[src/rtl/hazard_controller.sv]
// hazard_controller
// Pipeline sequencing controller for the five-stage RV32E core
// (ID, EX, MEMPREP, MEMEX, WB). Each cycle it decides which stages hold,
// which receive bubbles and which are flushed, covering load-use hazards,
// EX-resolved control redirects and multi-cycle EX operations. It also
// keeps stall and flush performance counters.
//
// Ports:
//   clk, rst                    clock, asynchronous active-high reset
//   rs1_ID/rs2_ID, *_used_ID    source registers of the ID instruction
//   regfile_we_*, rd_*          destination writer info for EX/MEMPREP/MEMEX
//   mem_load_*                  that stage's rd value comes from memory
//   redirect_EX                 taken branch/jump resolved in EX
//   mc_start_EX, mc_done        multi-cycle unit request / result valid
//   stall_IF/ID/EX              hold the register feeding that stage
//   bubble_EX/MEMPREP           insert a NOP into that stage
//   flush_IF/ID                 kill the instruction in that stage
//   state                       0 = RUN, 1 = MC_WAIT, 2 = FLUSH
//   stall_count, flush_count    wrapping performance counters
module hazard_controller #(
    parameter int FLUSH_CYCLES = 2,
    parameter int PERF_WIDTH   = 32
) (
    input  logic                  clk,
    input  logic                  rst,
    input  logic [3:0]            rs1_ID,
    input  logic [3:0]            rs2_ID,
    input  logic                  rs1_used_ID,
    input  logic                  rs2_used_ID,
    input  logic                  regfile_we_EX,
    input  logic                  regfile_we_MEMPREP,
    input  logic                  regfile_we_MEMEX,
    input  logic [3:0]            rd_EX,
    input  logic [3:0]            rd_MEMPREP,
    input  logic [3:0]            rd_MEMEX,
    input  logic                  mem_load_EX,
    input  logic                  mem_load_MEMPREP,
    input  logic                  mem_load_MEMEX,
    input  logic                  redirect_EX,
    input  logic                  mc_start_EX,
    input  logic                  mc_done,
    output logic                  stall_IF,
    output logic                  stall_ID,
    output logic                  stall_EX,
    output logic                  bubble_EX,
    output logic                  bubble_MEMPREP,
    output logic                  flush_IF,
    output logic                  flush_ID,
    output logic [1:0]            state,
    output logic [PERF_WIDTH-1:0] stall_count,
    output logic [PERF_WIDTH-1:0] flush_count
);

    localparam logic [1:0] ST_RUN     = 2'd0;
    localparam logic [1:0] ST_MC_WAIT = 2'd1;
    localparam logic [1:0] ST_FLUSH   = 2'd2;

    // Remaining flush cycles after the redirect cycle itself.
    localparam logic [2:0] FLUSH_RELOAD = 3'(FLUSH_CYCLES - 1);

    logic [1:0] state_reg;
    logic [1:0] state_next;
    logic [2:0] cnt_reg;
    logic [2:0] cnt_next;
    logic       redirect_take;

    // ------------------------------------------------------------------
    // Load-use detection, one slice per source operand. The nearest
    // writer wins: a younger ALU result for the same rd masks an older
    // load, since that value is forwardable.
    // ------------------------------------------------------------------
    logic [1:0][3:0] rs_id;
    logic [1:0]      rs_used;
    logic [1:0]      src_hazard;
    logic            load_use;

    assign rs_id   = {rs2_ID, rs1_ID};
    assign rs_used = {rs2_used_ID, rs1_used_ID};

    generate
        for (genvar gi = 0; gi < 2; gi++) begin : g_src
            logic match_ex;
            logic match_mp;
            logic match_me;
            logic nearest_is_load;

            assign match_ex = regfile_we_EX      && (rd_EX      == rs_id[gi]);
            assign match_mp = regfile_we_MEMPREP && (rd_MEMPREP == rs_id[gi]);
            assign match_me = regfile_we_MEMEX   && (rd_MEMEX   == rs_id[gi]);

            assign nearest_is_load = match_ex ? mem_load_EX :
                                     match_mp ? mem_load_MEMPREP :
                                     match_me ? mem_load_MEMEX : 1'b0;

            // x0 is hard-wired; rs != 0 also excludes every rd == 0 match.
            assign src_hazard[gi] = rs_used[gi] && (rs_id[gi] != 4'd0) && nearest_is_load;
        end
    endgenerate

    assign load_use = |src_hazard;

    // ------------------------------------------------------------------
    // Sequencing decisions
    // ------------------------------------------------------------------
    always_comb begin
        stall_IF       = 1'b0;
        stall_ID       = 1'b0;
        stall_EX       = 1'b0;
        bubble_EX      = 1'b0;
        bubble_MEMPREP = 1'b0;
        flush_IF       = 1'b0;
        flush_ID       = 1'b0;
        state_next     = state_reg;
        cnt_next       = cnt_reg;
        redirect_take  = 1'b0;

        case (state_reg)
            ST_RUN: begin
                if (mc_start_EX && !mc_done) begin
                    stall_IF       = 1'b1;
                    stall_ID       = 1'b1;
                    stall_EX       = 1'b1;
                    bubble_MEMPREP = 1'b1;
                    state_next     = ST_MC_WAIT;
                end else if (redirect_EX) begin
                    redirect_take = 1'b1;
                end else if (load_use) begin
                    stall_IF  = 1'b1;
                    stall_ID  = 1'b1;
                    bubble_EX = 1'b1;
                end
            end
            ST_MC_WAIT: begin
                if (!mc_done) begin
                    stall_IF       = 1'b1;
                    stall_ID       = 1'b1;
                    stall_EX       = 1'b1;
                    bubble_MEMPREP = 1'b1;
                end else begin
                    // EX advances now, so a redirect held in EX is acted on
                    // this very cycle. Any load-use is already resolved by
                    // the long ID stall.
                    state_next    = ST_RUN;
                    redirect_take = redirect_EX;
                end
            end
            ST_FLUSH: begin
                flush_IF = 1'b1;
                flush_ID = 1'b1;
                if (redirect_EX) begin
                    redirect_take = 1'b1;
                end else begin
                    cnt_next = cnt_reg - 3'd1;
                    if (cnt_reg <= 3'd1) begin
                        state_next = ST_RUN;
                    end
                end
            end
            default: begin
                state_next = ST_RUN;
            end
        endcase

        if (redirect_take) begin
            flush_IF   = 1'b1;
            flush_ID   = 1'b1;
            bubble_EX  = 1'b1;
            cnt_next   = FLUSH_RELOAD;
            state_next = (FLUSH_RELOAD != 3'd0) ? ST_FLUSH : ST_RUN;
        end

        // Nothing is asserted toward the pipeline while reset is held.
        if (rst) begin
            stall_IF       = 1'b0;
            stall_ID       = 1'b0;
            stall_EX       = 1'b0;
            bubble_EX      = 1'b0;
            bubble_MEMPREP = 1'b0;
            flush_IF       = 1'b0;
            flush_ID       = 1'b0;
            redirect_take  = 1'b0;
        end
    end

    // ------------------------------------------------------------------
    // State, flush counter and performance counters
    // ------------------------------------------------------------------
    always_ff @(posedge clk or posedge rst) begin
        if (rst) begin
            state_reg   <= ST_RUN;
            cnt_reg     <= 3'd0;
            stall_count <= '0;
            flush_count <= '0;
        end else begin
            state_reg <= state_next;
            cnt_reg   <= cnt_next;
            if (stall_ID) begin
                stall_count <= stall_count + PERF_WIDTH'(1);
            end
            if (redirect_take) begin
                flush_count <= flush_count + PERF_WIDTH'(1);
            end
        end
    end

    assign state = state_reg;

endmodule

[config.mk]
export PLATFORM = sky130hd
export DESIGN_NAME = hazard_controller
export DESIGN_NICKNAME = d
export VERILOG_FILES = /design/src/rtl/hazard_controller.sv
export SDC_FILE = /design/constraint.sdc
export NUM_CORES = 1
export LEC_CHECK = 0
export CORE_MARGIN = 4
export CORE_UTILIZATION = 43
export CTS_CLUSTER_SIZE = 25
export DETAILED_ROUTE_END_ITERATION = 16
export PLACE_DENSITY = 0.87
export SLEW_MARGIN = 20
export SYNTH_ARGS = -nofsm -noshare
export SYNTH_HDL_FRONTEND = slang
export SYNTH_SLANG_ARGS = --single-unit
[constraint.sdc]
create_clock -name clk -period 2.55 [get_ports clk]
set_input_delay 0.51 -clock clk [delete_from_list [all_inputs] [get_ports clk]]
set_output_delay 0.51 -clock clk [all_outputs]
set_load 0.02 [all_outputs]
Word-level counts from Yosys, hierarchy flattened
Index checks and enable logic that the tools add are counted.

Muxes and demuxes: 36. Reduce and logical (&&, ||, !) cells: 19. Add/sub/neg operators: 3. Eq/ne operators: 13. $lt $le $gt $ge: 1.

Operators with widths (count): 32-bit by 1-bit adder with 32-bit output (second input constant) (2); 4-bit == test (6); 1-bit two-way mux (24); 3-bit != test (second input constant) (4); 1-bit logical AND (11); 2-bit two-way mux (5); 3-bit two-way mux (3); 4-bit nonzero test (2); 2-bit one-hot mux with 3 select lines (1); 1-bit one-hot mux with 2 select lines (2); 4-bit AND reduction (1); 3-bit by 1-bit less-or-equal comparator with 1-bit output (second input constant) (1); 1-bit one-hot mux with 3 select lines (1); 3-bit by 1-bit subtractor with 3-bit output (second input constant) (1); 2-bit by 1-bit == test with 1-bit output (second input constant) (1); 2-bit == test (second input constant) (1); 2-bit zero test (1); 2-bit by 1-bit != test with 1-bit output (second input constant) (1); 2-bit AND reduction (1); 2-bit nonzero test (1); 2-bit OR reduction (1); 1-bit zero test (1).

Word-level logic and storage cells: 76. Output and inout port bits: 73. Bits of input ports: 33. Flip-flop bits (word level): 69.

Depth between registers and ports, before layout
Depth after elaboration: 13. Mapped depth: 10. Depth with buffers taken out: 8.

Least setup slack after synthesis
OpenSTA, ideal clock, no wires.

Path kind: input -> output. Start: input rs2_ID[1]. End: output stall_IF. Buffers on the path: 3. Slack: -127 ps. Data required time: 2040 ps. Stages on the path: 9. Arrival: 2167 ps. Cell sequence: inv_1 -> a222oi_1 -> nor3b_2 -> mux2i_1 -> a21oi_2 -> or3_4 -> buf_6 -> buf_8 -> buf_4.

Cells in the longest elaborated chain, start to end: 12. Elaborated cells on any way between the ends: 18. Classes of those cells: 3 x eq/ne; 8 x mux; 7 x reduce/logical.

RTL lines: start, declared (RTL line 27) `input logic [3:0] rs2_ID,`; 4-bit == test (RTL line 89) `assign match_me = regfile_we_MEMEX && (rd_MEMEX == rs_id[gi]);`; 1-bit logical AND (RTL line 89); 1-bit two-way mux (RTL line 93) `match_me ? mem_load_MEMEX : 1'b0;`; 1-bit two-way mux (RTL line 92) `match_mp ? mem_load_MEMPREP :`; 1-bit two-way mux (RTL line 91) `assign nearest_is_load = match_ex ? mem_load_EX :`; 1-bit logical AND (*) (RTL line 96) `assign src_hazard[gi] = rs_used[gi] && (rs_id[gi] != 4'd0) && nearest_is_load;`; 2-bit OR reduction (*) (RTL line 100) `assign load_use = |src_hazard;`; 1-bit two-way mux (*) (3 in series); 1-bit one-hot mux with 2 select lines (*); 1-bit two-way mux (*); end, declared (RTL line 42) `output logic stall_IF,`.

Mark *: on every way between the ends. The rest lies on a longest branch, timed or not.

Worst setup path after layout
Start: input rs1_ID[2]. End: output stall_IF.

Cells in the longest elaborated chain, start to end: 12. Elaborated cells on any way between the ends: 18. Classes of those cells: 3 x eq/ne; 8 x mux; 7 x reduce/logical.

RTL lines: start, declared (RTL line 26) `input logic [3:0] rs1_ID,`; 4-bit == test (RTL line 89); 1-bit logical AND (RTL line 89); 1-bit two-way mux (RTL line 93); 1-bit two-way mux (RTL line 92); 1-bit two-way mux (RTL line 91); 1-bit logical AND (*) (RTL line 96); 2-bit OR reduction (*) (RTL line 100); 1-bit two-way mux (*) (RTL line 127) `end else if (load_use) begin`; 1-bit two-way mux (*) (RTL line 125) `end else if (redirect_EX) begin`; 1-bit two-way mux (*) (RTL line 119) `if (mc_start_EX && !mc_done) begin`; 1-bit one-hot mux with 2 select lines (*) (RTL line 117) `case (state_reg)`; 1-bit two-way mux (*) (RTL line 173) `if (rst) begin`.

Marks and branches as above.

==> impl_metrics.toml <==
[placement]
dp_hpwl_mm = 6.44
dp_slack_ps = -861
gp_congestion = 0.913
dp.cells = 560
io_buffer_count = 105

[clocking]
clk_root_buffer_cell = "clkbuf_8"
clock_path_buffers = 2
cts_tree = "yes"
clk_pin_slew_worst_paths_ps = 70
cts_made_buffers = 9
cts_max_level = 3
clock_sinks = 69
clk_latency_ps = 330

[synth]
synth.area.top_cells = "dfrtp_1, xnor2_1, xor2_1, and3_1, nand3_1"
ys.flop_type = "dfrtp_1"
synth_edf_count = 0
syn_nets = 368
netlist-cell-type-count = 46
synth-async-reset-ratio_pct = 100
synth_seq_cells = 69
synthCells = 332
syn_area_sq_mm = 0.00357
yosys.area.top_type_share_pct = 48.3
yosysSeqAreaShare_pct = 48.3
synth_area_per_cell_sq_um = 10.8
yosys_warnings = 0
yosysTopAreaCell = "dfrtp_1"

[routing]
postRouteAntennaNets = 0
wire_per_inst_microns = 15.5
drt_iter0_drc = 177
wl_mm = 8.95
vias = 3046
viasPerCell = 5.27
route.detailed.drc = 0
firstDrtPassIters = 4

[pwr]
finalPower_uw = 3110
total_leakage_power_uw = 0.00238
pwr_density_cell_mw_per_mm2 = 593
vdd_drop_max_uv = 467

[worst_hold_path]
hp-class = "reg2reg"

[timing]
fin_hold_ws_ps = 473
slew_headroom_pct = 72.6
rsz0062_at_grt = "true"
hold_viol_final = 0
max_freq_mhz = 382
setup_violations = 2
period_minus_slack_ps = 2620
finalCritPeriodShare_pct = 103
final-max-slew-violation-count = 0
worst_pin_slew_ps = 411
fin_skew_ps = 8.09
setup_ws_ps = -71.2

[final_layout]
multiInputGateArea_sq_mm = 0.00183
nFillCells = 612
drive_gt1_share_pct = 21.2
regArea_sq_mm = 0.00173
final_core_util_pct = 66.6
fin_cells = 578
diodes = 0
area_growth_pct = 47.0
layout.nets = 508

[global_routing]
grt_start_max_net_pins = 70
grt_pass1_vias = 3189
overflow = 0
antenna_found_initial = 0
grt_usage_pct = 18.8
grt_pass1_wl_mm = 15.1

[die]
start_util_pct = 45.3
num_rows = 32
core_sq_mm = 0.00789
dieArea_sq_mm = 0.00983
die_y_microns = 99.1
io_pins = 106
die_x_microns = 99.1

[flow_run]
max-cap-violations = 0

[setup_path]
critPathCaptureType = "output pin"
cp_data_arrival_time_ps = 2110
worstPathMaxFanout = 4
cp.required_ps = 2040
cp-start-kind = "primary input"
crit_type = "in2out"

[run_status]
violations = "setup timing"
status = "finished, violations left"
[timing repair]
action | in CTS | in global routing
buffers inserted | 3 | 0
endpoints found under the setup margin | 15 | 4
endpoints found under the hold margin | 0 | 0
pin swaps | 16 | 13
hold buffers | 0 | 0
resized for setup | 102 | 21
[cell usage in the layout (no fill, tap or decap), types with 5 or more instances in the layout]
| cell | count |
|---|---|
| clkbuf_8 | 10 |
| nor2_1 | 5 |
| xnor2_1 | 60 |
| xor2_1 | 22 |
| clkdlybuf4s50_1 | 72 |
| buf_4 | 32 |
| inv_1 | 10 |
| dlygate4sd2_1 | 8 |
| nand4_1 | 17 |
| dfrtp_1 | 69 |
| buf_2 | 8 |
| nand3_2 | 9 |
| nand2_1 | 21 |
| nand3_1 | 26 |
| buf_6 | 10 |
| and3_1 | 26 |
[layout make-up]
| class | instances | area share [%] |
|---|---|---|
| flip-flops and latches | 69 | 32.9 |
| repair buffers | 141 | 24.9 |
| inverters | 11 | 0.786 |
| clock buffers | 11 | 2.69 |
| well taps | 102 | 2.43 |
| clock inverters | 4 | 1.38 |
| multi-input cells | 240 | 34.9 |
[critical path, cell delays in order]
cell      delay, ps
buf_4           130
xor2_1          160
nor3_1          200
nand3_1         140
mux2i_2         270
a21boi_4         90
or3_4           450
buf_6           160
[logic make-up after synthesis]
logic type	after synthesis	share of synthesized area [%]
adder cells (fa/ha/maj)	3	1.05
buffers and inverters	23	3.36
AND/OR/NAND/NOR	134	22.0
multiplexers	4	1.19
AO/OA/AOI/OAI	14	3.22
flip-flops	69	48.3
XOR/XNOR	85	20.8
[report_power, final]
group / internal (uW) / total, uW / leakage [uW] / switching (uW)
sequential: 1200 / 1320 / 0.000941 / 125
clock: 571 / 978 / 0.000105 / 407
combinational: 394 / 814 / 0.00133 / 420
[metrics by stage]
| stage | TNS (ps) | area, sq um |
|---|---|---|
| after floorplan | -37.3 | 3590 |
| after global placement | -11750 | 4940 |
| after detailed placement | -13210 | 4940 |
| after CTS | -127 | 5180 |
| after global routing | -241 | 5250 |
| final | -141 | 5250 |
[per-layer routing]
layer	GRT usage (%)	up-vias	share of wire (%)	wire, microns
li1	-	1429	-	-
met1	24.5	1508	43	3800
met2	30.4	100	49	4430
met3	5.33	9	6.8	605
met4	6.30	0	1.2	108
met5	0	-	0	0
[final timing paths]
path | from | end | cells past startpoint | slack, ps
max in group asynchronous | rst | stall_count[24] | 4 | 1710
hold / removal | flush_count[31] | flush_count[31] | 1 | 470
setup / recovery | rs1_ID[2] | stall_IF | 8 | -70
hold reg to reg | flush_count[31] | flush_count[31] | 1 | 470
setup reg to reg | stall_count[2] | stall_count[31] | 8 | 380
min in group asynchronous | rst | state[0] | 4 | 560
[cells in the mapped netlist, drive strengths merged, types with 5 or more instances]
cell,number
nor3,5
inv,11
and3,26
buf,9
dfrtp,69
xnor2,63
nand3,35
nand2,22
xor2,22
nand4,17
nor2,8
(Power assumes the default switching activity.)
